### src/rtl/vga_timing_pkg.sv
// Shared 640x480@60 timing constants, bus widths and the per-pixel control payload
// that travels down the scanout delay pipeline.
package vga_timing_pkg;

  localparam int unsigned VGA_H_ACTIVE = 640;
  localparam int unsigned VGA_H_FP     = 16;
  localparam int unsigned VGA_H_SYNC   = 96;
  localparam int unsigned VGA_H_BP     = 48;
  localparam int unsigned VGA_H_TOTAL  = VGA_H_ACTIVE + VGA_H_FP + VGA_H_SYNC + VGA_H_BP;

  localparam int unsigned VGA_V_ACTIVE = 480;
  localparam int unsigned VGA_V_FP     = 10;
  localparam int unsigned VGA_V_SYNC   = 2;
  localparam int unsigned VGA_V_BP     = 33;
  localparam int unsigned VGA_V_TOTAL  = VGA_V_ACTIVE + VGA_V_FP + VGA_V_SYNC + VGA_V_BP;

  // Both sync outputs are active low.
  localparam logic SYNC_ACTIVE = 1'b0;

  // Counters are sized for the standard frame; reduced geometries fit as well.
  localparam int unsigned CNT_W  = $clog2((VGA_H_TOTAL > VGA_V_TOTAL) ? VGA_H_TOTAL : VGA_V_TOTAL);
  localparam int unsigned WIN_DIM = 256;
  localparam int unsigned ADDR_W = 16;
  localparam int unsigned PIX_W  = 3;

  // Decoded attributes of one counter position, delayed alongside the VRAM read.
  typedef struct packed {
    logic vis;
    logic win;
    logic hs;
    logic vs;
    logic fs;
  } ctl_t;

endpackage

### src/rtl/vga_timing_gen.sv
// Free-running h/v raster counters with raw (active-high, undelayed) visible,
// sync and frame-start decodes of the current counter position.
module vga_timing_gen
  import vga_timing_pkg::*;
#(
  parameter int unsigned H_ACTIVE = VGA_H_ACTIVE,
  parameter int unsigned H_FP     = VGA_H_FP,
  parameter int unsigned H_SYNC   = VGA_H_SYNC,
  parameter int unsigned H_BP     = VGA_H_BP,
  parameter int unsigned V_ACTIVE = VGA_V_ACTIVE,
  parameter int unsigned V_FP     = VGA_V_FP,
  parameter int unsigned V_SYNC   = VGA_V_SYNC,
  parameter int unsigned V_BP     = VGA_V_BP
) (
  input  logic             CLK,
  input  logic             I_RESET_N,
  output logic [CNT_W-1:0] h_cnt,
  output logic [CNT_W-1:0] v_cnt,
  output logic             vis_c,
  output logic             hs_c,
  output logic             vs_c,
  output logic             fs_c
);

  localparam int unsigned H_TOTAL = H_ACTIVE + H_FP + H_SYNC + H_BP;
  localparam int unsigned V_TOTAL = V_ACTIVE + V_FP + V_SYNC + V_BP;
  localparam int unsigned HS_BEG  = H_ACTIVE + H_FP;
  localparam int unsigned HS_END  = HS_BEG + H_SYNC;
  localparam int unsigned VS_BEG  = V_ACTIVE + V_FP;
  localparam int unsigned VS_END  = VS_BEG + V_SYNC;

  logic h_last;
  logic v_last;

  assign h_last = (h_cnt == CNT_W'(H_TOTAL - 1));
  assign v_last = (v_cnt == CNT_W'(V_TOTAL - 1));

  // v advances only on the h wrap
  always_ff @(posedge CLK or negedge I_RESET_N) begin
    if (!I_RESET_N) begin
      h_cnt <= '0;
      v_cnt <= '0;
    end else if (h_last) begin
      h_cnt <= '0;
      v_cnt <= v_last ? '0 : v_cnt + CNT_W'(1);
    end else begin
      h_cnt <= h_cnt + CNT_W'(1);
    end
  end

  assign vis_c = (h_cnt < CNT_W'(H_ACTIVE)) && (v_cnt < CNT_W'(V_ACTIVE));
  assign hs_c  = (h_cnt >= CNT_W'(HS_BEG)) && (h_cnt < CNT_W'(HS_END));
  assign vs_c  = (v_cnt >= CNT_W'(VS_BEG)) && (v_cnt < CNT_W'(VS_END));
  assign fs_c  = (v_cnt == CNT_W'(VS_BEG)) && (h_cnt == '0);

endmodule

### src/rtl/vga_scanout.sv
// Scans a 256x256 3-bit VRAM window onto a VGA raster: address generation, window
// test, and a control pipeline that keeps colour and sync aligned with the read data.
module vga_scanout
  import vga_timing_pkg::*;
#(
  parameter int unsigned      H_ACTIVE = VGA_H_ACTIVE,
  parameter int unsigned      H_FP     = VGA_H_FP,
  parameter int unsigned      H_SYNC   = VGA_H_SYNC,
  parameter int unsigned      H_BP     = VGA_H_BP,
  parameter int unsigned      V_ACTIVE = VGA_V_ACTIVE,
  parameter int unsigned      V_FP     = VGA_V_FP,
  parameter int unsigned      V_SYNC   = VGA_V_SYNC,
  parameter int unsigned      V_BP     = VGA_V_BP,
  parameter int unsigned      WIN_X0   = 192,
  parameter int unsigned      WIN_Y0   = 112,
  parameter int unsigned      RD_LAT   = 2,
  parameter logic [PIX_W-1:0] BORDER   = 3'b000
) (
  input  logic              CLK,
  input  logic              I_RESET_N,
  output logic [ADDR_W-1:0] O_VRAM_ADDR,
  input  logic [PIX_W-1:0]  I_VRAM_DATA,
  output logic              O_VGA_R,
  output logic              O_VGA_G,
  output logic              O_VGA_B,
  output logic              O_VGA_HSYNC,
  output logic              O_VGA_VSYNC,
  output logic              O_FRAME_START
);

  logic [CNT_W-1:0] h_cnt;
  logic [CNT_W-1:0] v_cnt;
  logic             vis_c;
  logic             hs_c;
  logic             vs_c;
  logic             fs_c;
  logic             win_c;
  logic [7:0]       row_c;
  logic [7:0]       col_c;
  ctl_t             ctl_c;
  ctl_t             ctl_pipe [RD_LAT];
  ctl_t             ctl_tail;
  logic [PIX_W-1:0] rgb_q;

  vga_timing_gen #(
    .H_ACTIVE (H_ACTIVE),
    .H_FP     (H_FP),
    .H_SYNC   (H_SYNC),
    .H_BP     (H_BP),
    .V_ACTIVE (V_ACTIVE),
    .V_FP     (V_FP),
    .V_SYNC   (V_SYNC),
    .V_BP     (V_BP)
  ) u_timing (
    .CLK       (CLK),
    .I_RESET_N (I_RESET_N),
    .h_cnt     (h_cnt),
    .v_cnt     (v_cnt),
    .vis_c     (vis_c),
    .hs_c      (hs_c),
    .vs_c      (vs_c),
    .fs_c      (fs_c)
  );

  assign win_c = (32'(h_cnt) >= WIN_X0) && (32'(h_cnt) < WIN_X0 + WIN_DIM) &&
                 (32'(v_cnt) >= WIN_Y0) && (32'(v_cnt) < WIN_Y0 + WIN_DIM);
  assign row_c = 8'(v_cnt - CNT_W'(WIN_Y0));
  assign col_c = 8'(h_cnt - CNT_W'(WIN_X0));

  assign ctl_c = '{vis: vis_c, win: win_c, hs: hs_c, vs: vs_c, fs: fs_c};

  // Address only moves inside the window; elsewhere the last fetch is held.
  always_ff @(posedge CLK or negedge I_RESET_N) begin
    if (!I_RESET_N) begin
      O_VRAM_ADDR <= '0;
    end else if (win_c) begin
      O_VRAM_ADDR <= {row_c, col_c};
    end
  end

  // Stage 0 loads with the address; the tail lines up with the returning data.
  always_ff @(posedge CLK or negedge I_RESET_N) begin
    if (!I_RESET_N) begin
      for (int unsigned i = 0; i < RD_LAT; i++) begin
        ctl_pipe[i] <= '0;
      end
    end else begin
      ctl_pipe[0] <= ctl_c;
      for (int unsigned i = 1; i < RD_LAT; i++) begin
        ctl_pipe[i] <= ctl_pipe[i-1];
      end
    end
  end

  assign ctl_tail = ctl_pipe[RD_LAT-1];

  // The delayed window flag, not a live one, decides whether data is shown.
  always_ff @(posedge CLK or negedge I_RESET_N) begin
    if (!I_RESET_N) begin
      rgb_q         <= '0;
      O_VGA_HSYNC   <= ~SYNC_ACTIVE;
      O_VGA_VSYNC   <= ~SYNC_ACTIVE;
      O_FRAME_START <= 1'b0;
    end else begin
      O_VGA_HSYNC   <= ctl_tail.hs ? SYNC_ACTIVE : ~SYNC_ACTIVE;
      O_VGA_VSYNC   <= ctl_tail.vs ? SYNC_ACTIVE : ~SYNC_ACTIVE;
      O_FRAME_START <= ctl_tail.fs;
      if (!ctl_tail.vis) begin
        rgb_q <= '0;
      end else if (ctl_tail.win) begin
        rgb_q <= I_VRAM_DATA;
      end else begin
        rgb_q <= BORDER;
      end
    end
  end

  assign O_VGA_R = rgb_q[2];
  assign O_VGA_G = rgb_q[1];
  assign O_VGA_B = rgb_q[0];

endmodule

### config.mk
export PLATFORM = sky130hd
export DESIGN_NAME = vga_scanout
export DESIGN_NICKNAME = d
export VERILOG_FILES = /design/src/rtl/vga_timing_pkg.sv /design/src/rtl/vga_timing_gen.sv /design/src/rtl/vga_scanout.sv
export SDC_FILE = /design/constraint.sdc
export NUM_CORES = 1
export LEC_CHECK = 0
export CORE_UTILIZATION = 53
export DETAILED_ROUTE_END_ITERATION = 8
export PLACE_DENSITY = 0.83
export SLEW_MARGIN = 10
export SYNTH_ARGS = -nofsm -noshare
export SYNTH_HDL_FRONTEND = slang
export SYNTH_SLANG_ARGS = --single-unit
### constraint.sdc
create_clock -name CLK -period 2.73 [get_ports CLK]
set_input_delay 0.546 -clock CLK [delete_from_list [all_inputs] [get_ports CLK]]
set_output_delay 0.546 -clock CLK [all_outputs]
set_load 0.005 [all_outputs]
==> results.md, run 1 <==
Status:
- The run finished with clean final reports.

Synthesis:
- After synthesis, flip-flops and latches occupy 54.3% of the total area.
- The yosys synthesis warning count is 0.
- By count the netlist is led by 50 x sky130_fd_sc_hd__dfrtp_1, 14 x sky130_fd_sc_hd__nor2_1, 12 x sky130_fd_sc_hd__ha_1, 12 x sky130_fd_sc_hd__inv_1, 11 x sky130_fd_sc_hd__nand3_1.
- The net count after synthesis is 224.
- Synthesis produced 207 cells.
- The count of unique library cells instantiated by Yosys is 38.
- The most frequent cell after synthesis is sky130_fd_sc_hd__dfrtp_1.
- Summed over all instances, the cell type with the most area after synthesis is sky130_fd_sc_hd__dfrtp_1.
- The post-synthesis area per instance is 11.6 um2.
- The number of enable flip-flop cells after synthesis is 0.
- Ranked by total cell area, the synthesized netlist is headed by sky130_fd_sc_hd__dfrtp_1 52%, sky130_fd_sc_hd__ha_1 6.3%, sky130_fd_sc_hd__mux2_4 5.6%.
- The proportion of synthesized flip-flops having asynchronous set or reset is 100%.
- The main flop type after synthesis is sky130_fd_sc_hd__dfrtp_1.
- The synthesized netlist occupies a cell area of 0.00240 mm2.
- The flip-flop and latch count after synthesis is 52.
- After synthesis, the largest area contributor takes up 52.1% of total cell area.

CTS:
- TritonCTS built the clock tree.
- For the worst-skew pair, the clock arrives at the later sink with an insertion delay of 310 ps.
- Hold repair after CTS inserted 0 buffers.
- Clock tree synthesis inserted a total of 5 buffers.
- The clock tree synthesis step divided the H-tree into 2 levels.
- The number of setup buffers added after CTS is 0.
- The buffer type at the clock tree root is sky130_fd_sc_hd__clkbuf_8.
- The deepest clock path buffer count is 2.
- Gates resized during post-CTS repair numbered 0.
- The clock-pin slew on the worst setup and hold paths is 90 ps.
- For this design, the sink count on the clock tree is 52.

Timing:
- The final worst-path cycle share is 80.1%.
- Setup repair after global routing left no endpoint under its margin.
- In this run the tightest slew margin relative to its limit is 66.3%.
- Setup total negative slack on the finished layout was measured at 0 ps.
- The total setup violations reported at the end of the flow is 0.
- The post-route clock skew is 6.94 ps.
- The count of final hold-check violations is 0.
- The final max-slew violation count came to 0.
- The actual transition at the worst max-transition pin is 498 ps.
- Static timing analysis puts the maximum clock frequency at 0.457 GHz.
- The worst path in the final design needs a cycle of 2190 ps, including I/O delays and setup.

Final layout:
- The filler cells instantiated in the layout total 337.
- For this run, the post-layout net count is 248.
- 0 antenna diodes ended up in the layout.
- Summing all non-filler instances in the final layout gives an area of 0.00277 mm2.
- The area growth from synthesis to final layout is 15.6%.
- The total area of multi-input combinational cells is 983 um2.
- Cells fill 63.7% of the core in the end.
- Cells with a size suffix above 1 make up 11.2% of the layout.
- The footprint of the flip-flops and latches is 0.00130 mm2.

Worst setup path:
- The type of origin of the critical path is a register.
- The master of the slowest instance on the critical path is sky130_fd_sc_hd__dfrtp_1.
- The class of the most critical setup path is reg2reg.
- The required time reported for the critical path endpoint is 2930 ps.
- STA classifies the critical path endpoint as a register.
- The delay of the slowest cell on the worst path is 480 ps.
- The worst path arrival time is 2390 ps.
- The highest net fanout along the worst path is 17.
- Walking the worst path, the cells encountered are ha_1, a2111oi_0, a221o_1, buf_4, mux2_1.

Place:
- The weighted congestion at the end of routability-driven global placement is 0.967.
- The count of input and output buffers is 26.
- The total half-perimeter wirelength after legalization and detailed placement is 2.93 mm.
- Once placement finished, the instance area stood at 0.00268 mm2.

Hold path:
- The path class of the tightest hold or removal check is in2async.

Route:
- The total via count in the routed design is 1582.
- The average routed wire per standard cell is 14.4 um.
- The routed design has 4.08 mm of wire.
- The first-pass iteration count of the detailed router is 4.
- The via-per-instance ratio is 5.57.
- The detailed router finished its first iteration with 49 violations.
- The count of nets left with antenna violations once routing finished came out at 0.
- The DRC violation count after routing is 0.

Floorplanning:
- The die is 69.3 um wide.
- The floorplan step defined a die boundary enclosing 0.00480 mm2.
- The number of I/O pins is 27.
- The area inside the core boundary is 0.00435 mm2.
- In this run the vertical extent of the chip is 69.3 um.
- For this configuration, the core starts out at a cell density of 55.1%.
- The number of rows created at floorplan is 24.

Global route:
- The residual overflow from global routing is 0.
- The fraction of met3 tracks used by global routing is 4.07%.
- The layer with the highest usage after global routing is met2.
- The met2 track utilization from global routing is 30.1%.
- In the global route stage, met1 resource usage came out at 25.2%.
- The initial antenna violation count is 0.
- The via count of the first global-routing pass came to 1577.
- The all-layer global routing usage is 19.3%.
- The first global-routing pass estimated 7.25 mm of wire.
- Entering global routing, the biggest net connects 21 pins.

Power and ir drop:
- IR analysis of the VDD net gives a maximum drop of 0.000271 V.
- For this design the ratio of total power to cell area is 444 mW/mm2.
- The analysis attributes to cell leakage a power of 1.31 nW.

Flow run:
- The max capacitance violation total is 0.
## registers in the layout, summed over array words and instances (netlist names)
signal	count
O_FRAME_START	1
O_VGA_HSYNC	1
O_VGA_VSYNC	1
O_VRAM_ADDR	16
ctl_pipe	10
rgb_q	3
u_timing.h_cnt	10
u_timing.v_cnt	10
## area by class of cell
class | count | area share [%]
timing repair buffer | 30 | 10.3
clock buffer | 5 | 2.48
clock inverter | 3 | 0.812
inverter | 12 | 1.62
multi-input combinational | 130 | 35.5
sequential | 52 | 47.0
tap | 52 | 2.35
## critical path, delay by kind of cell, from the launching register on
family / cells / cell delay (ps)
AOI/OAI and AO/OA: 2 / 640
adders and majority gates: 1 / 310
buffers and inverters: 1 / 280
muxes: 1 / 360
DFF: 1 / 480
## per-layer routing
metal / routed length, um / up-vias
met5: 0 / -
met4: 69 / 0
met3: 196 / 7
met2: 1910 / 33
met1: 1900 / 780
li1: - / 762
## stage by stage
stage / setup WS, ps / total power [W] / cells / hold slack (ps)
floorplan: 770 / 0.000785 / 207 / 250
global placement: 614 / 0.000807 / 276 / 331
detailed placement: 539 / 0.000807 / 276 / 335
CTS: 533 / 0.00125 / 284 / 166
global route: 395 / 0.00128 / 284 / 175
finish: 544 / 0.00123 / 284 / 156
## where the power goes
group	total, W	switching, W	internal (W)
clock network	0.000441	0.000258	0.000184
logic	0.0000210	0.0000150	0.00000607
registers	0.000770	0	0.000770
total	0.00123	0.000273	0.000960
## path summary, 6_finish.rpt
kind                                   startpoint         endpoint  slack [ps]  depth (start not counted)
worst min-delay path                    I_RESET_N      ctl_pipe[4]         160                          1
worst max-delay path            u_timing.v_cnt[4]  O_VRAM_ADDR[15]         540                          5
worst max register to register  u_timing.v_cnt[4]  O_VRAM_ADDR[15]         540                          5
worst min register to register        ctl_pipe[2]      O_VGA_HSYNC         360                          1
min in group CLK                      ctl_pipe[2]      O_VGA_HSYNC         360                          1
max in group asynchronous               I_RESET_N   O_VRAM_ADDR[1]        1990                          2
## cells in the final DEF (no fill, tap or decap), drive strengths merged, types with 2 or more instances in the layout
cell type / Yosys / routed
dfrtp: 50 / 50
clkdlybuf4s50: 0 / 25
mux2: 16 / 16
nor2: 14 / 14
inv: 12 / 13
ha: 12 / 12
nand3: 12 / 12
nand2: 8 / 8
xnor2: 8 / 8
nor4: 8 / 8
o21ai: 7 / 7
and3: 6 / 6
nor3: 5 / 5
a21oi: 5 / 5
clkbuf: 8 / 5
buf: 5 / 5
nand4: 4 / 4
or3: 4 / 4
xor2: 4 / 4
dfstp: 2 / 2
nand4b: 2 / 2
o21a: 2 / 2
nor4b: 2 / 2
and4: 2 / 2
clkinv: 0 / 2
## kinds of logic (layout without fill, tap and decap cells)
family,after synthesis,count (layout),share of synthesized area (%)
xor gates and xnor gates,12,12,4.38
muxes,17,17,9.33
AOI/OAI and AO/OA,19,19,4.80
adders and majority gates,12,12,6.26
DFF,52,52,54.3
and+or+nand+nor,70,70,16.2
buffers and inverters,25,50,4.69
Note: power is estimated with default switching activity, not from simulation.
==> run 2: changes to the inputs <==
Settings changed: CORE_UTILIZATION 53 to 50, PLACE_DENSITY 0.83 to 0.82.
Clock period 2.73 ns to 1.85 ns, I/O delays scaled along.
==> run 2 against run 1 <==
Compared with the run above: total power grew 58%; routed wire length up 22%; the run now ends with DRC, setup timing left; non-clock buffer count increased by 28; largest cell class unchanged; die area rose by 5.8%; global-route usage is 1.8 points higher; sequential power is 48% higher; register-to-register slack got worse by 590 ps; clock-buffer cell count is 1 higher.
==> results.md, run 2 (synthesis results as in run 1) <==
Final layout:
- The net count of the finished layout was 276 (+11%).
- The area growth from synthesis to final layout is 29.5%.
- The footprint of the flip-flops and latches is 0.00131 mm2 (+0.19%).
- Leaving out fill and tap cells, the most frequent cell in the layout is sky130_fd_sc_hd__dfrtp_1.
- Counting flops per register, the top entry is O_VRAM_ADDR.
- In the layout the commonest cells are 48 x sky130_fd_sc_hd__dfrtp_1, 30 x sky130_fd_sc_hd__buf_4, 25 x sky130_fd_sc_hd__clkdlybuf4s50_1.
- The share of layout cells above drive strength 1 is 27.3% (+16 points).
- The flip-flop count of the largest register after layout is 16 (unchanged).
- The number of filler cells placed in the layout is 311 (-7.7%).
- The total area of multi-input combinational cells is 0.00106 mm2 (+7.6%).
- The number of antenna cells inserted is 0 (unchanged).
- The post-layout instance count excluding filler cells is 312 (+9.9%).

Worst setup path:
- The class of the most critical setup path is reg2reg.
- The highest net fanout along the worst path came to 17 (unchanged).
- The delay of the slowest cell on the worst path is 450 ps (-30 ps).
- STA classifies the critical path startpoint as a register.
- The required time reported for the critical path endpoint is 2040 ps (-890 ps).
- The worst path arrival time came to 2090 ps (-300 ps).
- The signal on the critical path passes through ha_4, a2111oi_4, a221o_1, buf_12, mux2_1.
- On the critical path the largest part of the delay comes from compound AO/OA/AOI/OAI gates.
- On the critical path, the stage with the largest delay is an instance of sky130_fd_sc_hd__dfrtp_1.
- The worst path buffer plus inverter count was 1 (unchanged).
- The worst setup path is captured at a register.

CTS:
- The total CTS buffers is 5 (unchanged).
- The total of hold buffers inserted after clock tree synthesis is 0 (unchanged).
- The buffer type at the clock tree root is sky130_fd_sc_hd__clkbuf_8.
- The count of H-tree levels built during CTS is 2 (unchanged).
- The deepest clock path buffer count was 2 (unchanged).
- The insertion delay of the later-clocked pin in the worst-skew pair was 310 ps (about the same).
- The clock-pin slew on the worst setup and hold paths was 100 ps (about the same).
- The sink count of the clock tree is 52 (unchanged).
- TritonCTS built the clock tree.

Timing:
- The time the final worst path needs with I/O delays and setup is 1890 ps (-293 ps).
- The total setup violations reported at the end of the flow is 16 (+16).
- The final max-slew violation count is 0 (unchanged).
- The count of final hold-check violations came to 0 (unchanged).
- Setup repair after global routing could not meet its margin everywhere.
- The aggregate negative setup slack was -242 ps (-242 ps).
- The maximum frequency from static timing analysis was 0.528 GHz (+15%).
- The actual transition at the worst max-transition pin is 577 ps (+79.3 ps).
- The worst slew slack as a fraction of its limit was 61.0% (-5.4 points).
- The final worst-path cycle share is 102% (+22 points).
- The worst path setup slack after routing is -43.1 ps (-587 ps).
- The post-route clock skew is 9.03 ps (+2.09 ps).

Power and ir drop:
- The total power is 0.00195 W (+58%).
- The worst IR drop on VDD is 0.000301 V (+11%).
- The combinational share of power is 1.7% (about the same).
- The share of power burned in registers was 58.2% (-4.3 points).
- The power density over the cells is 628 mW/mm2 (+41%).
- The internal power component is 0.00156 W (+62%).
- The switching power summed over all nets came to 0.000395 W (+45%).
- The leakage power came to 1.48 nW (+12%).
- The switching power as a share of total power was 20.2% (-1.9 points).
- The part of the power in the clock network was 40.1% (+4.3 points).

Floorplanning:
- The die footprint came to 0.00508 mm2 (+5.8%).
- The die span in x is 71.3 um (+2.9%).
- The die extent in y came to 71.3 um (+2.9%).
- The number of I/O pins is 27 (unchanged).
- The area inside the core boundary came to 0.00447 mm2 (+2.8%).
- The number of rows created at floorplan came to 24 (unchanged).
- The initial standard-cell utilization of the core is 53.6% (-1.5 points).

Route:
- The via-per-instance ratio is 5.49 (-1.4%).
- The total via count in the routed design is 1714 (+8.3%).
- The DRC violation count after routing came to 4 (+4).
- The first-pass iteration count of the detailed router is 6 (+2).
- The antenna violation net count after detailed routing came to 0 (unchanged).
- The average routed wire per standard cell was 16.0 um (+11%).
- The total wire length is 4.99 mm (+22%).
- The iteration-0 DRC count of the detailed router is 70 (+43%).

Global route:
- The via count of the first global-routing pass is 1712 (+8.6%).
- The wire length of the first global-routing pass is 8.07 mm (+11%).
- The maximum number of pins on one net before global-route repair is 53 (+150%).
- The initial antenna violation count was 0 (unchanged).
- The all-layer global routing usage came to 21.1% (+1.8 points).
- The residual overflow from global routing is 0 (unchanged).

Place:
- The count of input and output buffers is 26 (unchanged).
- The number of cells in the design after placement is 301 (+9.1%).
- The total half-perimeter wirelength after legalization and detailed placement is 3.40 mm (+16%).
- The weighted congestion at the end of routability-driven global placement is 0.895 (-7.5%).

Status:
- The final reports fail on DRC, setup timing.
- The run finished, with violations left.

Hold path:
- The worst min-delay path category is in2async.

Flow run:
- The max capacitance violation total is 0 (unchanged).
-- run 2: cell types whose count changed in the layout (fill, tap and decap cells not counted), sizes merged --
| cell | change |
|---|---|
| bufinv | +1 |
| clkbuf | +1 |
| clkinv | -2 |
| buf | +28 |
-- run 2: worst reg2reg max path, stage by stage, from the launching register on --
cell and delay [ps]:
sky130_fd_sc_hd__dfrtp_1 450, sky130_fd_sc_hd__ha_4 200, sky130_fd_sc_hd__a2111oi_4 340, sky130_fd_sc_hd__a221o_1 260, sky130_fd_sc_hd__buf_12 180, sky130_fd_sc_hd__mux2_1 340
-- run 2: timing repair --
action,CTS,global route
pin swaps,0,6
resized for setup,3,13
setup buffers,0,3
endpoints found under the setup margin,14,25
-- run 2: area by class of cell --
| type | count | area share, % |
|---|---|---|
| clock buffers | 6 | 2.34 |
| repair buffers | 58 | 16.8 |
| flip-flops and latches | 52 | 42.0 |
| multi-input cells | 130 | 34.1 |
| well taps | 52 | 2.09 |
| clock inverters | 2 | 1.25 |
| inverters | 12 | 1.45 |
-- run 2: worst paths after layout --
kind                                   start             end  slack (ps)  cells past startpoint
min in group CLK                 ctl_pipe[7]     ctl_pipe[2]         360                      0
setup reg to reg           u_timing.v_cnt[4]  O_VRAM_ADDR[1]         -40                      5
setup / recovery           u_timing.v_cnt[4]  O_VRAM_ADDR[1]         -40                      5
hold reg to reg                  ctl_pipe[7]     ctl_pipe[2]         360                      0
max in group asynchronous          I_RESET_N     O_VGA_HSYNC        1530                      2
hold / removal                     I_RESET_N     ctl_pipe[1]          30                      2
-- run 2: through the flow --
| step | utilization [%] | worst slack [ps] | area (um2) | hold slack, ps |
|---|---|---|---|---|
| after CTS | 68.3 | -16.7 | 3060 | 46.2 |
| after floorplan | - | 5.61 | 2430 | 74.4 |
| after global placement | 65.3 | 20.4 | 2920 | 331 |
| final | 69.4 | -43.1 | 3110 | 33.5 |
| after global routing | 69.4 | -93.5 | 3110 | 55.3 |
| after detailed placement | 65.3 | -21.6 | 2920 | 336 |
-- run 2: routing by layer --
layer	vias to the layer above	track usage, %	share of wire, %
met2	29	34.9	49
met5	-	0	0
li1	827	-	-
met4	0	6.00	1.1
met3	5	5.06	4.1
met1	853	27.8	46
-- run 2: power groups by stage --
stage	clock network, W	logic, W	registers, W
5_1_grt	0.000836	0.0000385	0.00114
2_1_floorplan	0	0.00000000964	0.00116
3_5_place_dp	0	0.0000346	0.00116
6_report	0.000782	0.0000327	0.00114
3_3_place_gp	0	0.0000346	0.00116
4_1_cts	0.000791	0.0000345	0.00114
==> run 3: changes to the inputs <==
Settings changed: CORE_UTILIZATION 50 to 53, PLACE_DENSITY 0.82 to 0.83, RECOVER_POWER set to 50.
Clock period 1.85 ns to 2.4 ns, I/O delays scaled along.
==> run 3 against run 2 <==
Compared with the run above: the flow now finishes without violations; hold slack better by 320 ps; clock skew is 4.7 ps lower; sequential power is 23% lower; design area is 10% lower; cell count is 8.7% lower; first-iteration DRC count is 5.7% higher; setup slack better by 220 ps; fmax is 15% lower; clock-buffer cell count stayed put; total power is 28% lower.
==> results.md, run 3 (synthesis results as in run 1) <==
Worst setup path:
- The worst path arrival time is 2410 ps (+320 ps).
- The startpoint of the worst setup timing path is u_timing.v_cnt[4].
- The family with the most delay on the worst path is compound AO/OA/AOI/OAI gates.
- The highest net fanout along the worst path is 17 (unchanged).
- Walking the worst path, the cells encountered are ha_1, a2111oi_1, a221o_1, buf_12, mux2_1.
- The worst path buffer plus inverter count is 1 (unchanged).
- The slowest stage of the critical path is the sky130_fd_sc_hd__a2111oi_1 cell.
- The element type at the critical path end is a register.
- The delay of the slowest cell on the worst path is 500 ps (+50 ps).
- The worst setup path is of the reg2reg kind.
- The type of origin of the critical path is a register.
- The required time reported for the critical path endpoint came to 2590 ps (+550 ps).
- The worst register-to-register path begins at u_timing.v_cnt[4].

Timing:
- The post-route clock skew was 4.38 ps (-4.65 ps).
- The final worst-path cycle share came to 92.6% (-9.8 points).
- The worst slew slack as a fraction of its limit is 17.5% (-44 points).
- The maximum frequency from static timing analysis is 0.450 GHz (-15%).
- The final max-slew violation count is 0 (unchanged).
- The aggregate negative setup slack is 0 ps (+242 ps).
- The time the final worst path needs with I/O delays and setup is 2220 ps (+329 ps).
- The total setup violations reported at the end of the flow is 0 (-16).
- The worst path setup slack after routing is 178 ps (+221 ps).
- The actual transition at the worst max-transition pin is 1240 ps (+661 ps).
- The count of final hold-check violations is 0 (unchanged).
- Setup repair after global routing left no endpoint under its margin.

Power and ir drop:
- The leakage power is 1.33 nW (-10%).
- The internal power component is 0.00111 W (-29%).
- The combinational share of power was 1.5% (-0.2 points).
- The part of the power in the clock network is 36.0% (-4.1 points).
- The power density over the cells is 501 mW/mm2 (-20%).
- The share of power burned in registers is 62.5% (+4.3 points).
- The switching power as a share of total power was 20.8% (+0.52 points).
- The worst IR drop on VDD is 0.000331 V (+10%).
- The switching power summed over all nets is 0.000291 W (-26%).

CTS:
- TritonCTS built the clock tree.
- The total CTS buffers was 5 (unchanged).
- The insertion delay of the later-clocked pin in the worst-skew pair came to 310 ps (about the same).
- The total of hold buffers inserted after clock tree synthesis is 0 (unchanged).
- The count of H-tree levels built during CTS was 2 (unchanged).
- The clock-pin slew on the worst setup and hold paths is 90 ps (about the same).
- The deepest clock path buffer count is 2 (unchanged).
- Clock tree synthesis selected as its root buffer the cell sky130_fd_sc_hd__clkbuf_8.
- The sink count of the clock tree is 52 (unchanged).

Final layout:
- The share of layout cells above drive strength 1 is 11.6% (-16 points).
- The post-layout instance count excluding filler cells is 285 (-8.7%).
- The net count of the finished layout is 249 (-9.8%).
- The commonest non-fill, non-tap cell in the layout is sky130_fd_sc_hd__dfrtp_1.
- The area growth from synthesis to layout is 16.4%.
- In the layout the commonest cells are 50 x sky130_fd_sc_hd__dfrtp_1, 22 x sky130_fd_sc_hd__clkdlybuf4s50_1, 14 x sky130_fd_sc_hd__nor2_1.
- The flip-flop count of the largest register after layout is 16 (unchanged).
- The number of antenna cells inserted came to 0 (unchanged).
- The register name with the most flops is O_VRAM_ADDR.

Global route:
- The all-layer global routing usage is 20.1% (-0.99 points).
- The maximum number of pins on one net before global-route repair is 53 (unchanged).
- The via count of the first global-routing pass came to 1567 (-8.5%).
- The residual overflow from global routing was 0 (unchanged).
- The initial antenna violation count is 0 (unchanged).
- The wire length of the first global-routing pass is 7.55 mm (-6.5%).

Route:
- The total via count in the routed design is 1600 (-6.7%).
- The via-per-instance ratio is 5.61 (+2.2%).
- The iteration-0 DRC count of the detailed router is 74 (+5.7%).
- The antenna violation net count after detailed routing is 0 (unchanged).
- The total wire length was 4.32 mm (-13%).
- The average routed wire per standard cell was 15.2 um (-5.2%).
- The DRC violation count after routing is 0 (-4).
- The first-pass iteration count of the detailed router was 4 (-2).

Place:
- The weighted congestion at the end of routability-driven global placement is 0.849 (-5.2%).
- The number of cells in the design after placement came to 277 (-8.0%).
- The total half-perimeter wirelength after legalization and detailed placement is 2.99 mm (-12%).
- The post-placement worst setup slack is 171 ps (+193 ps).
- The count of input and output buffers is 26 (unchanged).

Hold path:
- In this run the worst hold path is classified as reg2reg.
- In this run the most critical hold path is launched from ctl_pipe[1].

Floorplanning:
- The initial standard-cell utilization of the core is 55.1% (+1.5 points).
- The number of rows created at floorplan is 24 (unchanged).
- The area inside the core boundary is 0.00435 mm2 (-2.7%).
- The die footprint was 0.00480 mm2 (-5.5%).
- The number of I/O pins came to 27 (unchanged).
- The die span in x is 69.3 um (-2.8%).
- The die extent in y is 69.3 um (-2.8%).

Flow run:
- The max capacitance violation total is 0 (unchanged).

Status:
- The run finished with clean final reports.
==> run 3: layer usage <==
layer  part of all wire (%)  up-vias  global-route usage [%]  routed length [um]
li1                       -      765                       -                   -
met1                     46      792                    27.0                1970
met2                     48       37                    31.7                2090
met3                    4.6        6                    4.94                 199
met4                    1.4        0                    7.48                  61
met5                      0        -                       0                   0
==> run 3: cell type report <==
cell class,count,area [um2]
flip-flops and latches,52,1300
inverters,12,45.0
repair buffers,31,303
fillers,347,1560
clock inverters,2,10.0
clock buffers,6,82.6
well taps,52,65.1
multi-input cells,130,985
==> run 3: through the flow <==
step	hold slack (ps)	cell area [um2]	total power, W	utilization (%)
2_1_floorplan	184	2400	0.000893	-
3_3_place_gp	332	2700	0.000916	62.1
3_5_place_dp	336	2700	0.000917	62.1
4_1_cts	300	2800	0.00142	64.2
5_1_grt	362	2790	0.00145	64.2
6_report	352	2790	0.00140	64.2
==> run 3: final timing paths <==
check                                  end  slack [ps]  cells after the start
setup / recovery            O_VRAM_ADDR[4]         180                      5
setup reg to reg            O_VRAM_ADDR[4]         180                      5
hold reg to reg                O_VGA_VSYNC         350                      1
max in group asynchronous  O_VRAM_ADDR[13]        1150                      2
min in group asynchronous  O_VRAM_ADDR[14]         510                      2
hold / removal                 O_VGA_VSYNC         350                      1
==> run 3: power groups by stage <==
| stage | combinational [W] | sequential (W) | clock (W) |
|---|---|---|---|
| floorplan | 0.00000000755 | 0.000893 | 0 |
| global placement | 0.0000237 | 0.000893 | 0 |
| detailed placement | 0.0000239 | 0.000893 | 0 |
| CTS | 0.0000242 | 0.000875 | 0.000516 |
| global route | 0.0000253 | 0.000876 | 0.000550 |
| finish | 0.0000209 | 0.000875 | 0.000505 |
==> run 3: timing repair <==
item,CTS,global route
gates resized for setup,0,1
buffers inserted,0,0
endpoints found under the setup margin,0,13
